[config.mk]
export PLATFORM = sky130hd
export DESIGN_NAME = slab_interval_sequencer
export DESIGN_NICKNAME = d
export VERILOG_FILES = /design/src/rtl/slab_interval_sequencer.sv
export SDC_FILE = /design/constraint.sdc
export NUM_CORES = 1
export LEC_CHECK = 0
export CAP_MARGIN = 15
export CORE_MARGIN = 4
export CORE_UTILIZATION = 49
export CTS_CLUSTER_DIAMETER = 60
export DETAILED_ROUTE_END_ITERATION = 7
export PLACE_DENSITY_LB_ADDON = 0.3
export SYNTH_ARGS = -nofsm -noshare
export SYNTH_HDL_FRONTEND = slang
export SYNTH_SLANG_ARGS = --single-unit
export TNS_END_PERCENT = 20
[constraint.sdc]
create_clock -name clk -period 14.8 [get_ports clk]
set_input_delay 1.48 -clock clk [delete_from_list [all_inputs] [get_ports clk]]
set_output_delay 1.48 -clock clk [all_outputs]
set_load 0.01 [all_outputs]
[src/rtl/slab_interval_sequencer.sv]
// ---------------------------------------------------------------------------
// SlabIntervalSequencer (module slab_interval_sequencer)
//
// Purpose:
//   Front end of the Ray-AABB FP(11,23) slab test. One ray's three t_near
//   and three t_far slab distances are accepted and pushed through a single
//   shared, pipelined FloPoCo greater_or_equal comparator as six serial
//   comparisons. The results form
//       t_entry = max(tn0, tn1, tn2)
//       t_exit  = min(tf0, tf1, tf2)
//       hit     = (t_exit >= t_entry) && (t_exit >= +0)
//   and are returned over a valid/ready handshake.
//
// Parameters:
//   WIDTH   : MSB index of a FloPoCo word. Words are WIDTH+1 bits wide,
//             [WIDTH:WIDTH-1] = exception field, [WIDTH-2] = sign.
//   CMP_LAT : cycles from cmp_a/cmp_b being presented to cmp_result being
//             valid. Must match the comparator's FPSub depth plus its
//             output register.
//
// Ports:
//   clk, rst              : clock, asynchronous active-high reset
//   in_valid / in_ready   : ray input handshake
//   tn0..tn2 / tf0..tf2   : per-axis t_near / t_far
//   cmp_a, cmp_b          : operands towards the shared comparator
//   cmp_result            : comparator answer, 1 iff cmp_a >= cmp_b
//   out_valid / out_ready : result handshake
//   hit, t_entry, t_exit  : result of the slab test
//   busy                  : a ray is in flight (state other than IDLE)
// ---------------------------------------------------------------------------
module slab_interval_sequencer #(
    parameter int WIDTH   = 36,
    parameter int CMP_LAT = 3
) (
    input  logic             clk,
    input  logic             rst,
    input  logic             in_valid,
    output logic             in_ready,
    input  logic [WIDTH:0]   tn0,
    input  logic [WIDTH:0]   tn1,
    input  logic [WIDTH:0]   tn2,
    input  logic [WIDTH:0]   tf0,
    input  logic [WIDTH:0]   tf1,
    input  logic [WIDTH:0]   tf2,
    output logic [WIDTH:0]   cmp_a,
    output logic [WIDTH:0]   cmp_b,
    input  logic             cmp_result,
    output logic             out_valid,
    input  logic             out_ready,
    output logic             hit,
    output logic [WIDTH:0]   t_entry,
    output logic [WIDTH:0]   t_exit,
    output logic             busy
);

    // The wait counter only has to reach CMP_LAT-1; it is cleared in ISSUE
    // and the first WAIT cycle therefore already counts as one elapsed cycle.
    localparam int               CNT_W    = (CMP_LAT > 1) ? $clog2(CMP_LAT + 1) : 1;
    localparam logic [CNT_W-1:0] CNT_LAST = CNT_W'(CMP_LAT - 1);

    typedef enum logic [1:0] {
        IDLE  = 2'd0,
        ISSUE = 2'd1,
        WAIT  = 2'd2,
        DONE  = 2'd3
    } SeqState;

    SeqState          r_state;
    logic [WIDTH:0]   r_tn0;
    logic [WIDTH:0]   r_tn1;
    logic [WIDTH:0]   r_tn2;
    logic [WIDTH:0]   r_tf0;
    logic [WIDTH:0]   r_tf1;
    logic [WIDTH:0]   r_tf2;
    logic [WIDTH:0]   r_nMax;
    logic [WIDTH:0]   r_fMin;
    logic             r_r5;
    logic [2:0]       r_k;
    logic [CNT_W-1:0] r_waitCnt;

    logic             w_anyNan;
    logic             w_sampleNow;
    logic [WIDTH:0]   w_nMaxNext;
    logic [WIDTH:0]   w_fMinNext;
    logic [WIDTH:0]   w_nextA;
    logic [WIDTH:0]   w_nextB;

    // A FloPoCo word is NaN when its exception field is 2'b11. Infinities
    // (2'b10) are deliberately not trapped and go through the comparator.
    function automatic logic isNan(input logic [WIDTH:0] x);
        return (x[WIDTH:WIDTH-1] == 2'b11);
    endfunction

    // NaN screening is done on the live inputs in the acceptance cycle, so
    // a NaN ray can be answered on the very next cycle without touching the
    // comparator.
    always_comb begin
        w_anyNan = isNan(tn0) | isNan(tn1) | isNan(tn2) |
                   isNan(tf0) | isNan(tf1) | isNan(tf2);
    end

    // The comparator answer for comparison r_k is consumed on the last WAIT
    // cycle, once CMP_LAT cycles have passed since its operands appeared.
    always_comb begin
        w_sampleNow = (r_state == WAIT) && (r_waitCnt == CNT_LAST);
    end

    // Running max of t_near and running min of t_far as they would look
    // after folding in the current comparator answer. These are also what
    // the following comparison needs as its operand, so they are computed
    // combinationally and fed straight into the operand select below.
    always_comb begin
        w_nMaxNext = r_nMax;
        w_fMinNext = r_fMin;
        case (r_k)
            3'd1: w_nMaxNext = cmp_result ? r_tn1 : r_tn0;
            3'd2: if (cmp_result) w_nMaxNext = r_tn2;
            3'd3: w_fMinNext = cmp_result ? r_tf0 : r_tf1;
            3'd4: if (!cmp_result) w_fMinNext = r_tf2;
            default: ;
        endcase
    end

    // Operands for comparison r_k+1. They are registered on the same edge
    // that moves the FSM into ISSUE, so they are already on cmp_a/cmp_b
    // during the ISSUE cycle and stay put until their answer is sampled.
    // Comparison 6 checks t_exit against FloPoCo +0 (the all-zero word).
    always_comb begin
        w_nextA = cmp_a;
        w_nextB = cmp_b;
        case (r_k)
            3'd1: begin
                w_nextA = r_tn2;
                w_nextB = w_nMaxNext;
            end
            3'd2: begin
                w_nextA = r_tf1;
                w_nextB = r_tf0;
            end
            3'd3: begin
                w_nextA = r_tf2;
                w_nextB = w_fMinNext;
            end
            3'd4: begin
                w_nextA = w_fMinNext;
                w_nextB = r_nMax;
            end
            3'd5: begin
                w_nextA = r_fMin;
                w_nextB = '0;
            end
            default: ;
        endcase
    end

    // Main sequencer. All handshake and result outputs are registered here.
    // IDLE latches the ray, ISSUE/WAIT walk the six comparisons, DONE holds
    // the result until the downstream side takes it. cmp_a/cmp_b are only
    // written when a comparison is launched, so they keep their last value
    // in IDLE and DONE. An asynchronous reset abandons any ray in flight.
    always_ff @(posedge clk or posedge rst) begin
        if (rst) begin
            r_state   <= IDLE;
            in_ready  <= 1'b1;
            out_valid <= 1'b0;
            busy      <= 1'b0;
            hit       <= 1'b0;
            t_entry   <= '0;
            t_exit    <= '0;
            cmp_a     <= '0;
            cmp_b     <= '0;
            r_tn0     <= '0;
            r_tn1     <= '0;
            r_tn2     <= '0;
            r_tf0     <= '0;
            r_tf1     <= '0;
            r_tf2     <= '0;
            r_nMax    <= '0;
            r_fMin    <= '0;
            r_r5      <= 1'b0;
            r_k       <= 3'd1;
            r_waitCnt <= '0;
        end else begin
            case (r_state)
                IDLE: begin
                    if (in_valid) begin
                        r_tn0    <= tn0;
                        r_tn1    <= tn1;
                        r_tn2    <= tn2;
                        r_tf0    <= tf0;
                        r_tf1    <= tf1;
                        r_tf2    <= tf2;
                        in_ready <= 1'b0;
                        busy     <= 1'b1;
                        if (w_anyNan) begin
                            r_state   <= DONE;
                            out_valid <= 1'b1;
                            hit       <= 1'b0;
                            t_entry   <= tn0;
                            t_exit    <= tf0;
                        end else begin
                            r_state <= ISSUE;
                            r_k     <= 3'd1;
                            cmp_a   <= tn1;
                            cmp_b   <= tn0;
                        end
                    end
                end

                ISSUE: begin
                    r_waitCnt <= '0;
                    r_state   <= WAIT;
                end

                WAIT: begin
                    if (w_sampleNow) begin
                        r_nMax <= w_nMaxNext;
                        r_fMin <= w_fMinNext;
                        if (r_k == 3'd5) begin
                            r_r5 <= cmp_result;
                        end
                        if (r_k == 3'd6) begin
                            r_state   <= DONE;
                            out_valid <= 1'b1;
                            hit       <= r_r5 & cmp_result;
                            t_entry   <= r_nMax;
                            t_exit    <= r_fMin;
                        end else begin
                            r_state <= ISSUE;
                            r_k     <= r_k + 3'd1;
                            cmp_a   <= w_nextA;
                            cmp_b   <= w_nextB;
                        end
                    end else begin
                        r_waitCnt <= r_waitCnt + 1'b1;
                    end
                end

                DONE: begin
                    if (out_ready) begin
                        r_state   <= IDLE;
                        out_valid <= 1'b0;
                        in_ready  <= 1'b1;
                        busy      <= 1'b0;
                    end
                end

                default: begin
                    r_state <= IDLE;
                end
            endcase
        end
    end

endmodule
==> results of run 1 <==
-- power by group through the flow --
stage	sequential [mW]	combinational (mW)	clock, mW
final	2.40	2.94	1.18
after global routing	2.47	3.16	1.24
after CTS	2.38	2.91	1.19
after detailed placement	2.39	2.90	0
after global placement	2.36	2.82	0
after floorplan	2.32	1.79	0
-- cells in the final DEF (no fill, tap or decap), types with 38 or more instances in the layout --
master	Yosys	layout
a22o_1	39	39
a31oi_1	75	75
clkdlybuf4s50_1	0	377
mux2i_1	149	149
nor2_1	77	77
nand2_1	309	306
o21ai_0	148	148
mux2_2	225	225
a21oi_1	80	80
a22oi_1	77	77
clkbuf_16	0	49
dfrtp_1	454	453
nand2b_1	42	38
-- final cells by class --
cell class | instances | area (um^2)
multi-input cells | 1478 | 10500
well taps | 600 | 751
fillers | 3649 | 17400
flip-flops and latches | 456 | 11400
clock inverters | 8 | 50.0
repair buffers | 407 | 4040
inverters | 10 | 45.0
diodes | 7 | 17.5
clock buffers | 74 | 1450
-- per-stage QoR --
stage                util  instances  setup WS [ps]
global placement    0.586       2950           8980
CTS                 0.618       3032           9450
detailed placement  0.586       2950           8840
floorplan               -       2139            611
global route        0.619       3038           9150
finish              0.619       3040           9470
-- metal layers --
layer | wire length (um) | vias up
met5 | 123 | -
met4 | 2690 | 18
met3 | 6980 | 206
met2 | 35000 | 1026
met1 | 31100 | 9710
li1 | - | 8382
-- sequential cells by signal (all words and copies together), names as in the netlist --
name / count
busy: 1
cmp_a: 37
cmp_b: 37
hit: 1
in_ready: 1
out_valid: 1
r_fMin: 37
r_k: 3
r_nMax: 37
r_r5: 1
r_state: 2
r_tf0: 37
r_tf1: 37
r_tf2: 37
r_tn0: 37
r_tn1: 37
r_tn2: 37
r_waitCnt: 2
t_entry: 37
t_exit: 37
-- logic make-up after synthesis --
family          count (synthesis)  share of synthesized area
fa+ha+maj                       6                    0.00330
buf+inv                       205                     0.0426
mux                           374                      0.177
compound gates                652                      0.196
flops                         456                      0.501
simple gates                  446                     0.0806
-- synthesized netlist by cell type (11+ instances only) --
master	n	area (um^2)
nand2b_1	42	263
a221oi_1	37	324
a22oi_1	77	578
buf_1	11	41.3
a22o_1	39	342
o221ai_1	37	324
o211ai_1	37	278
o2bb2ai_1	37	324
a31oi_1	75	469
nor2_1	77	289
o21ai_0	148	741
clkbuf_1	89	334
a21o_1	36	270
o22a_1	37	324
buf_4	17	128
nand2_1	309	1160
mux2i_1	149	1490
buf_2	70	350
dfrtp_1	454	11400
a21oi_1	80	400
mux2_2	225	2530
-- worst max-delay path, delay by kind of cell --
kind / cells / cell delay [ps]
AO/OA/AOI/OAI: 2 / 1110
AND/OR/NAND/NOR: 3 / 690
buffers and inverters: 4 / 2310
-- how the worst max path moves through the flow --
stage                        start   endpoint  cells after the start  slack (ps)
after floorplan                rst       busy                      1         610
after global placement    in_valid  cmp_a[21]                      9        8980
after detailed placement  in_valid  cmp_b[18]                      8        8840
after CTS                 in_valid  cmp_a[17]                      9        9450
after global routing      in_valid  cmp_a[15]                      9        9150
final                     in_valid  cmp_a[17]                      9        9470
==> flow_metrics.env, run 1 <==
export IMPL_design_area_um2=28300
export IMPL_worst_r2r_endpoint="cmp_a[17]"
export IMPL_rr_worst_depth=8
export IMPL_start_util=0.499
export IMPL_place_gp_congestion=0.843
export IMPL_die_area_um2=50000
export IMPL_clkTransAtPathRegs_ps=60
export IMPL_sw_frac_of_total=0.395
export IMPL_placed_cell_area_um2=26700
export IMPL_hp_start="t_exit[15]"
export IMPL_cap_violations=0
export IMPL_wl_per_cell_um=25.0
export IMPL_period_minus_slack_ps=5330
export IMPL_cts_max_path_buffers=3
export IMPL_vias_per_cell=6.36
export IMPL_fin_skew_ps=15.7
export IMPL_die_w_um=224
export IMPL_worstHoldPathType="register to register"
export IMPL_post_synth_num_cell_types=45
export IMPL_power_mw=6.51
export IMPL_synth_area_per_cell_um2=10.7
export IMPL_vias=19300
export IMPL_outcome="finished, final reports clean"
export IMPL_synth_area_um2=22800
export IMPL_areaGrowthSynthToFinish_pct=24.1
export IMPL_cts_made_buffers=48
export IMPL_dp_hpwl_um=45200
export IMPL_cts_tree="yes"
export IMPL_critPathRequiredTime_ps=15300
export IMPL_nNetsFinal=2634
export IMPL_layout_drive_gt1_share=0.145
export IMPL_crit_slowest_cell="a32oi_4"
export IMPL_post_cts_resized=0
export IMPL_whs_path_depth=2
export IMPL_top_usage_layer="met2"
export IMPL_crit_type="primary input to register"
export IMPL_cp_max_fo=153
export IMPL_yosysSeqAreaShare=0.501
export IMPL_worst_pin_slew_ps=1210
export IMPL_p_sw_mw=2.57
export IMPL_postCtsHoldBufs=0
export IMPL_antenna_found_initial=16
export IMPL_drt_pass1_iterations=5
export IMPL_grtUsageTotal=0.294
export IMPL_port_buffers=378
export IMPL_r2r_start="r_state[1]"
export IMPL_rows=78
export IMPL_timing_hold_ws_ps=477
export IMPL_die_h_um=224
export IMPL_cpPeakStageDelay_ps=940
export IMPL_power_per_cell_area_nw_per_um2=230
export IMPL_pwr_share_clk=0.181
export IMPL_internal_power_mw=3.94
export IMPL_end_kind="register"
export IMPL_crit_top_cell="buf_4"
export IMPL_setup_violations=0
export IMPL_use_met1=0.397
export IMPL_slew_headroom=0.196
export IMPL_max_vdd_ir_drop_v=0.000161
export IMPL_finalSetupTns_ps=0
export IMPL_detail_route_iter0_violations=2313
export IMPL_clock_fmax_ghz=0.187
export IMPL_cp_arrival_ps=5840
export IMPL_ios=379
export IMPL_cts_setup_buffers=0
export IMPL_clock_sinks=456
export IMPL_core_area_um2=45700
export IMPL_period_share=0.360
export IMPL_grt_util_met3=0.0798
export IMPL_drv_slew=0
export IMPL_r2r_slack_ps=10030
export IMPL_ctsHtreeMaxLevel=2
export IMPL_synth_ff_type="dfrtp_1"
export IMPL_pwr_share_seq=0.368
export IMPL_holdPathEnd="t_exit[15]"
export IMPL_critPathLaunchType="primary input"
export IMPL_synth_edff_count=0
export IMPL_grt_pass1_wl_um=116000
export IMPL_power_leakage_nw=11.9
export IMPL_yosysWarnings=0
export IMPL_share_comb_of_total_power=0.451
export IMPL_hold_viol=0
export IMPL_drc_errors=0
export IMPL_grt_ovfl_total=0
export IMPL_grt_pass1_vias=19600
export IMPL_grt_max_degree=154
export IMPL_ant_nets=0
export IMPL_synth_nets=2372
export IMPL_grtUsageMet2=0.460
export IMPL_async_flop_share=1.00
export IMPL_syn_inst=2139
export IMPL_crit_chain="clkdlybuf4s50_1 > nor3b_2 > buf_12 > nand4_1 > a32oi_4 > buf_4 > buf_4 > nor2_1 > a31oi_1"
export IMPL_ys_ff_latch=456
export IMPL_rsz0062_at_grt="false"
export IMPL_clock_latency_ps=590
export IMPL_root_buffer="clkbuf_16"
export IMPL_drt_total_wl_um=75900
Note: power is estimated with default switching activity, not from simulation.
==> run 2, diff against run 1 <==
CORE_UTILIZATION = 54   (was 49)
clock period = 5.1 ns   (was 14.8 ns; I/O delays follow)
==> flow_metrics.env, run 2 (same netlist as run 1, synthesis figures left out) <==
export IMPL_fin_skew_ps=12.5
export IMPL_wl_met1_um=29400
export IMPL_cts_made_buffers=48
export IMPL_slew_headroom=0.178
export IMPL_dp_cells=2886
export IMPL_drt_total_wl_um=75100
export IMPL_sw_frac_of_total=0.392
export IMPL_clock_fmax_ghz=0.245
export IMPL_worst_r2r_endpoint="r_nMax[1]"
export IMPL_met2WireLength_um=35200
export IMPL_cpPeakStageDelay_ps=960
export IMPL_rr_worst_depth=6
export IMPL_start_util=0.552
export IMPL_hold_viol=0
export IMPL_ios=379
export IMPL_top_layer="met5"
export IMPL_cp_max_fo=79
export IMPL_cp_arrival_ps=4600
export IMPL_cts_tree="yes"
export IMPL_final_cells=2978
export IMPL_cts_max_path_buffers=3
export IMPL_internal_power_mw=11.7
export IMPL_cts_setup_buffers=0
export IMPL_worst_pin_slew_ps=1230
export IMPL_wl_per_cell_um=25.2
export IMPL_max_vdd_ir_drop_v=0.000319
export IMPL_clkTransAtPathRegs_ps=60
export IMPL_power_per_cell_area_nw_per_um2=677
export IMPL_rsz0062_at_grt="false"
export IMPL_end_kind="register"
export IMPL_ctsHtreeMaxLevel=2
export IMPL_grt_ovfl_total=0
export IMPL_power_leakage_nw=12.0
export IMPL_clock_sinks=456
export IMPL_post_cts_resized=0
export IMPL_outcome="finished, final reports clean"
export IMPL_postCtsHoldBufs=0
export IMPL_path_buf_inv=1
export IMPL_period_share=0.800
export IMPL_vias=19500
export IMPL_worstHoldPathType="primary input to asynchronous set/reset pin"
export IMPL_cap_violations=0
export IMPL_grt_pass1_wl_um=115000
export IMPL_crit_type="register to register"
export IMPL_port_buffers=378
export IMPL_crit_chain="ha_4 > mux2i_1 > or2_2 > nand2b_2 > buf_4 > a22o_1"
export IMPL_crit_slowest_cell="ha_4"
export IMPL_setup_violations=0
export IMPL_critPathRequiredTime_ps=5620
export IMPL_pwr_share_seq=0.366
export IMPL_grt_pass1_vias=19900
export IMPL_drt_pass1_iterations=6
export IMPL_drv_slew=0
export IMPL_core_area_um2=41300
export IMPL_areaGrowthSynthToFinish_pct=24.7
export IMPL_share_comb_of_total_power=0.441
export IMPL_crit_family="simple AND/OR/NAND/NOR gates"
export IMPL_pwr_share_clk=0.193
export IMPL_vias_per_cell=6.54
export IMPL_grt_max_degree=134
export IMPL_finalSetupTns_ps=0
export IMPL_critPathLaunchType="register"
export IMPL_p_sw_mw=7.54
export IMPL_layout_drive_gt1_share=0.150
export IMPL_root_buffer="clkbuf_16"
export IMPL_rows=74
export IMPL_die_h_um=213
export IMPL_ant_nets=0
export IMPL_grtUsageTotal=0.322
export IMPL_antenna_found_initial=10
export IMPL_die_w_um=213
export IMPL_clock_latency_ps=590
export IMPL_drc_errors=0
export IMPL_r2r_slack_ps=1020
export IMPL_r2r_start="r_k[1]"
export IMPL_nNetsFinal=2638
export IMPL_place_gp_congestion=0.860
export IMPL_fillCellCount=3019
export IMPL_met3_length_um=7680
export IMPL_layout_common_cells="dfrtp_1 (453), clkdlybuf4s50_1 (377), nand2_1 (306)"
export IMPL_period_minus_slack_ps=4080
export IMPL_detail_route_iter0_violations=2230
export IMPL_die_area_um2=45500
export IMPL_layout_commonest_cell="dfrtp_1"
export IMPL_dp_hpwl_um=46000
[run 2: changes by cell type in the layout (fill, tap and decap cells not counted), sizes merged]
cell      previous run  this run
clkinv               5        10
inv                 12         9
clkinvlp             1         2
bufinv               0         6
diode                7         6
buf                 30        34
clkbuf              74        68
[run 2: worst reg2reg max path: stages, from the launching register on]
cell and delay [ps]:
dfrtp_1 550, ha_4 960, mux2i_1 300, or2_2 890, nand2b_2 650, buf_4 440, a22o_1 220
[run 2: worst max path at each step]
stage	endpoint	depth (start not counted)	start
finish	r_nMax[1]	6	r_k[1]
global route	r_nMax[1]	6	r_k[1]
CTS	r_nMax[1]	6	r_k[1]
detailed placement	r_nMax[7]	6	r_k[1]
global placement	r_nMax[4]	6	r_k[1]
floorplan	busy	1	rst
[run 2: power by group through the flow]
stage / Clock [mW] / Combinational, mW / Sequential, mW
3_5_place_dp: 0 / 8.36 / 6.99
6_report: 3.72 / 8.48 / 7.04
2_1_floorplan: 0 / 5.20 / 6.73
4_1_cts: 3.76 / 8.42 / 6.97
3_3_place_gp: 0 / 8.10 / 6.91
5_1_grt: 3.92 / 9.11 / 7.22
[run 2: through the flow]
stage | power, mW | setup slack [ps] | hold slack [ps] | instance area, um^2 | util
finish | 19.2 | 1020 | 443 | 28400 | 0.688
global route | 20.2 | 937 | 498 | 28400 | 0.688
CTS | 19.2 | 1130 | 453 | 28400 | 0.687
detailed placement | 15.4 | 1140 | 470 | 26700 | 0.647
global placement | 15.0 | 1220 | 465 | 26700 | 0.647
floorplan | 11.9 | -1580 | 473 | 22800 | -
[run 2: area by class of cell]
type	instances	area, um^2	area share
Timing Repair Buffer	411	4100	0.144
Sequential cell	456	11400	0.402
Clock buffer	68	1440	0.0506
Multi-Input combinational cell	1478	10500	0.370
Clock inverter	17	238	0.00837
Inverter	10	41.3	0.00145
Antenna cell	6	15.0	0.000528
Tap cell	532	666	0.0234
[run 2: layer usage]
layer / GRT usage / up-vias
li1: - / 8372
met1: 0.432 / 9681
met2: 0.514 / 1185
met3: 0.0802 / 224
met4: 0.119 / 8
met5: 0 / -
==> run 3, diff against run 2 <==
CORE_UTILIZATION = 49   (was 54)
clock period = 3.5 ns   (was 5.1 ns; I/O delays follow)
==> flow_metrics.env, run 3 (same netlist as run 1, synthesis figures left out) <==
export IMPL_postCtsHoldBufs=0
export IMPL_r2r_start="r_state[1]"
export IMPL_period_minus_slack_ps=2900
export IMPL_dp_cells=2972
export IMPL_drv_slew=0
export IMPL_layout_commonest_cell="dfrtp_1"
export IMPL_outcome="finished, final reports clean"
export IMPL_rr_worst_depth=7
export IMPL_die_w_um=224
export IMPL_critPathLaunchType="register"
export IMPL_power_leakage_nw=12.2
export IMPL_worst_pin_slew_ps=976
export IMPL_place_gp_congestion=0.867
export IMPL_power_per_cell_area_nw_per_um2=980
export IMPL_slew_headroom=0.350
export IMPL_worst_slack_ps=603
export IMPL_critPathRequiredTime_ps=3940
export IMPL_cts_tree="yes"
export IMPL_clock_sinks=456
export IMPL_wl_per_cell_um=24.8
export IMPL_layout_common_cells="dfrtp_1 (453), clkdlybuf4s50_1 (377), nand2_1 (306)"
export IMPL_fin_skew_ps=22.6
export IMPL_vias_per_cell=6.35
export IMPL_grtUsageTotal=0.295
export IMPL_met2WireLength_um=34800
export IMPL_grt_ovfl_total=0
export IMPL_areaGrowthSynthToFinish_pct=26.6
export IMPL_placed_cell_area_um2=27100
export IMPL_hold_viol=0
export IMPL_grt_pass1_vias=20000
export IMPL_cp_arrival_ps=3340
export IMPL_die_area_um2=50000
export IMPL_met3_length_um=6730
export IMPL_ctsHtreeMaxLevel=2
export IMPL_cts_made_buffers=49
export IMPL_cp_max_fo=120
export IMPL_cts_max_path_buffers=3
export IMPL_post_cts_resized=0
export IMPL_r2r_slack_ps=600
export IMPL_clkTransAtPathRegs_ps=60
export IMPL_grt_max_degree=121
export IMPL_start_util=0.499
export IMPL_worst_r2r_endpoint="cmp_a[22]"
export IMPL_vias=19500
export IMPL_cap_violations=0
export IMPL_dp_hpwl_um=47900
export IMPL_detail_route_iter0_violations=2078
export IMPL_place_ws_ps=719
export IMPL_clock_latency_ps=600
export IMPL_ios=379
export IMPL_crit_start="r_state[1]"
export IMPL_top_layer="met5"
export IMPL_crit_end="cmp_a[22]"
export IMPL_drt_pass1_iterations=8
export IMPL_rows=78
export IMPL_period_share=0.828
export IMPL_wl_met1_um=31500
export IMPL_final_cells=3067
export IMPL_design_area_um2=28800
export IMPL_root_buffer="clkbuf_16"
export IMPL_drt_total_wl_um=76000
export IMPL_rsz0062_at_grt="false"
export IMPL_grt_pass1_wl_um=117000
export IMPL_cts_setup_buffers=0
export IMPL_die_h_um=224
export IMPL_nNetsFinal=2656
export IMPL_layout_drive_gt1_share=0.155
export IMPL_fillCellCount=3586
export IMPL_antenna_found_initial=7
export IMPL_worstHoldPathType="primary input to asynchronous set/reset pin"
export IMPL_ant_nets=0
export IMPL_setup_violations=0
export IMPL_max_vdd_ir_drop_v=0.000579
export IMPL_port_buffers=378
export IMPL_drc_errors=0
export IMPL_end_kind="register"
export IMPL_clock_fmax_ghz=0.345
export IMPL_crit_type="register to register"
export IMPL_core_area_um2=45700
==> run 3: worst min path at each step <==
stage | startpoint | end | slack [ps] | cells after the start
after floorplan | r_waitCnt[0] | r_waitCnt[0] | 470 | 1
after global placement | t_exit[29] | t_exit[29] | 470 | 2
after detailed placement | t_entry[20] | t_entry[20] | 470 | 2
after CTS | rst | t_entry[31] | 100 | 2
after global routing | rst | r_tn2[31] | 150 | 2
final | rst | t_entry[31] | 120 | 2
==> run 3: layer usage <==
layer | up-vias | global-route usage
met5 | - | 0
met4 | 8 | 0.115
met3 | 238 | 0.0654
met2 | 1093 | 0.464
met1 | 9707 | 0.403
li1 | 8422 | -
==> run 3: worst max-delay path: stages (launching register included) <==
cell and delay (ps):
dfrtp_4 660, buf_4 380, nor2b_4 210, buf_4 560
a32oi_4 250, buf_12 280, nor2_1 190, a31oi_1 60
==> run 3: layout make-up <==
cell class,count,area (um^2),area share
Clock inverter,15,216,0.00750
Inverter,10,41.3,0.00143
Timing Repair Buffer,428,4400,0.152
Clock buffer,76,1500,0.0520
Antenna cell,4,10.0,0.000347
Sequential cell,456,11400,0.396
Multi-Input combinational cell,1478,10500,0.364
Tap cell,600,751,0.0260
==> run 3: power by group <==
part | switching [mW] | total, mW | internal [mW]
Sequential | 2.32 | 10.2 | 7.92
Clock | 2.21 | 5.52 | 3.32
Combinational | 6.49 | 12.5 | 6.00
==> run 3: metrics by stage <==
step | TNS, ps | power, mW | hold slack [ps] | util
2_1_floorplan | -1372520 | 17.4 | 473 | -
3_3_place_gp | 0 | 22.1 | 467 | 0.594
3_5_place_dp | 0 | 22.6 | 469 | 0.594
4_1_cts | 0 | 28.2 | 104 | 0.631
5_1_grt | 0 | 29.8 | 146 | 0.631
6_report | 0 | 28.3 | 121 | 0.632
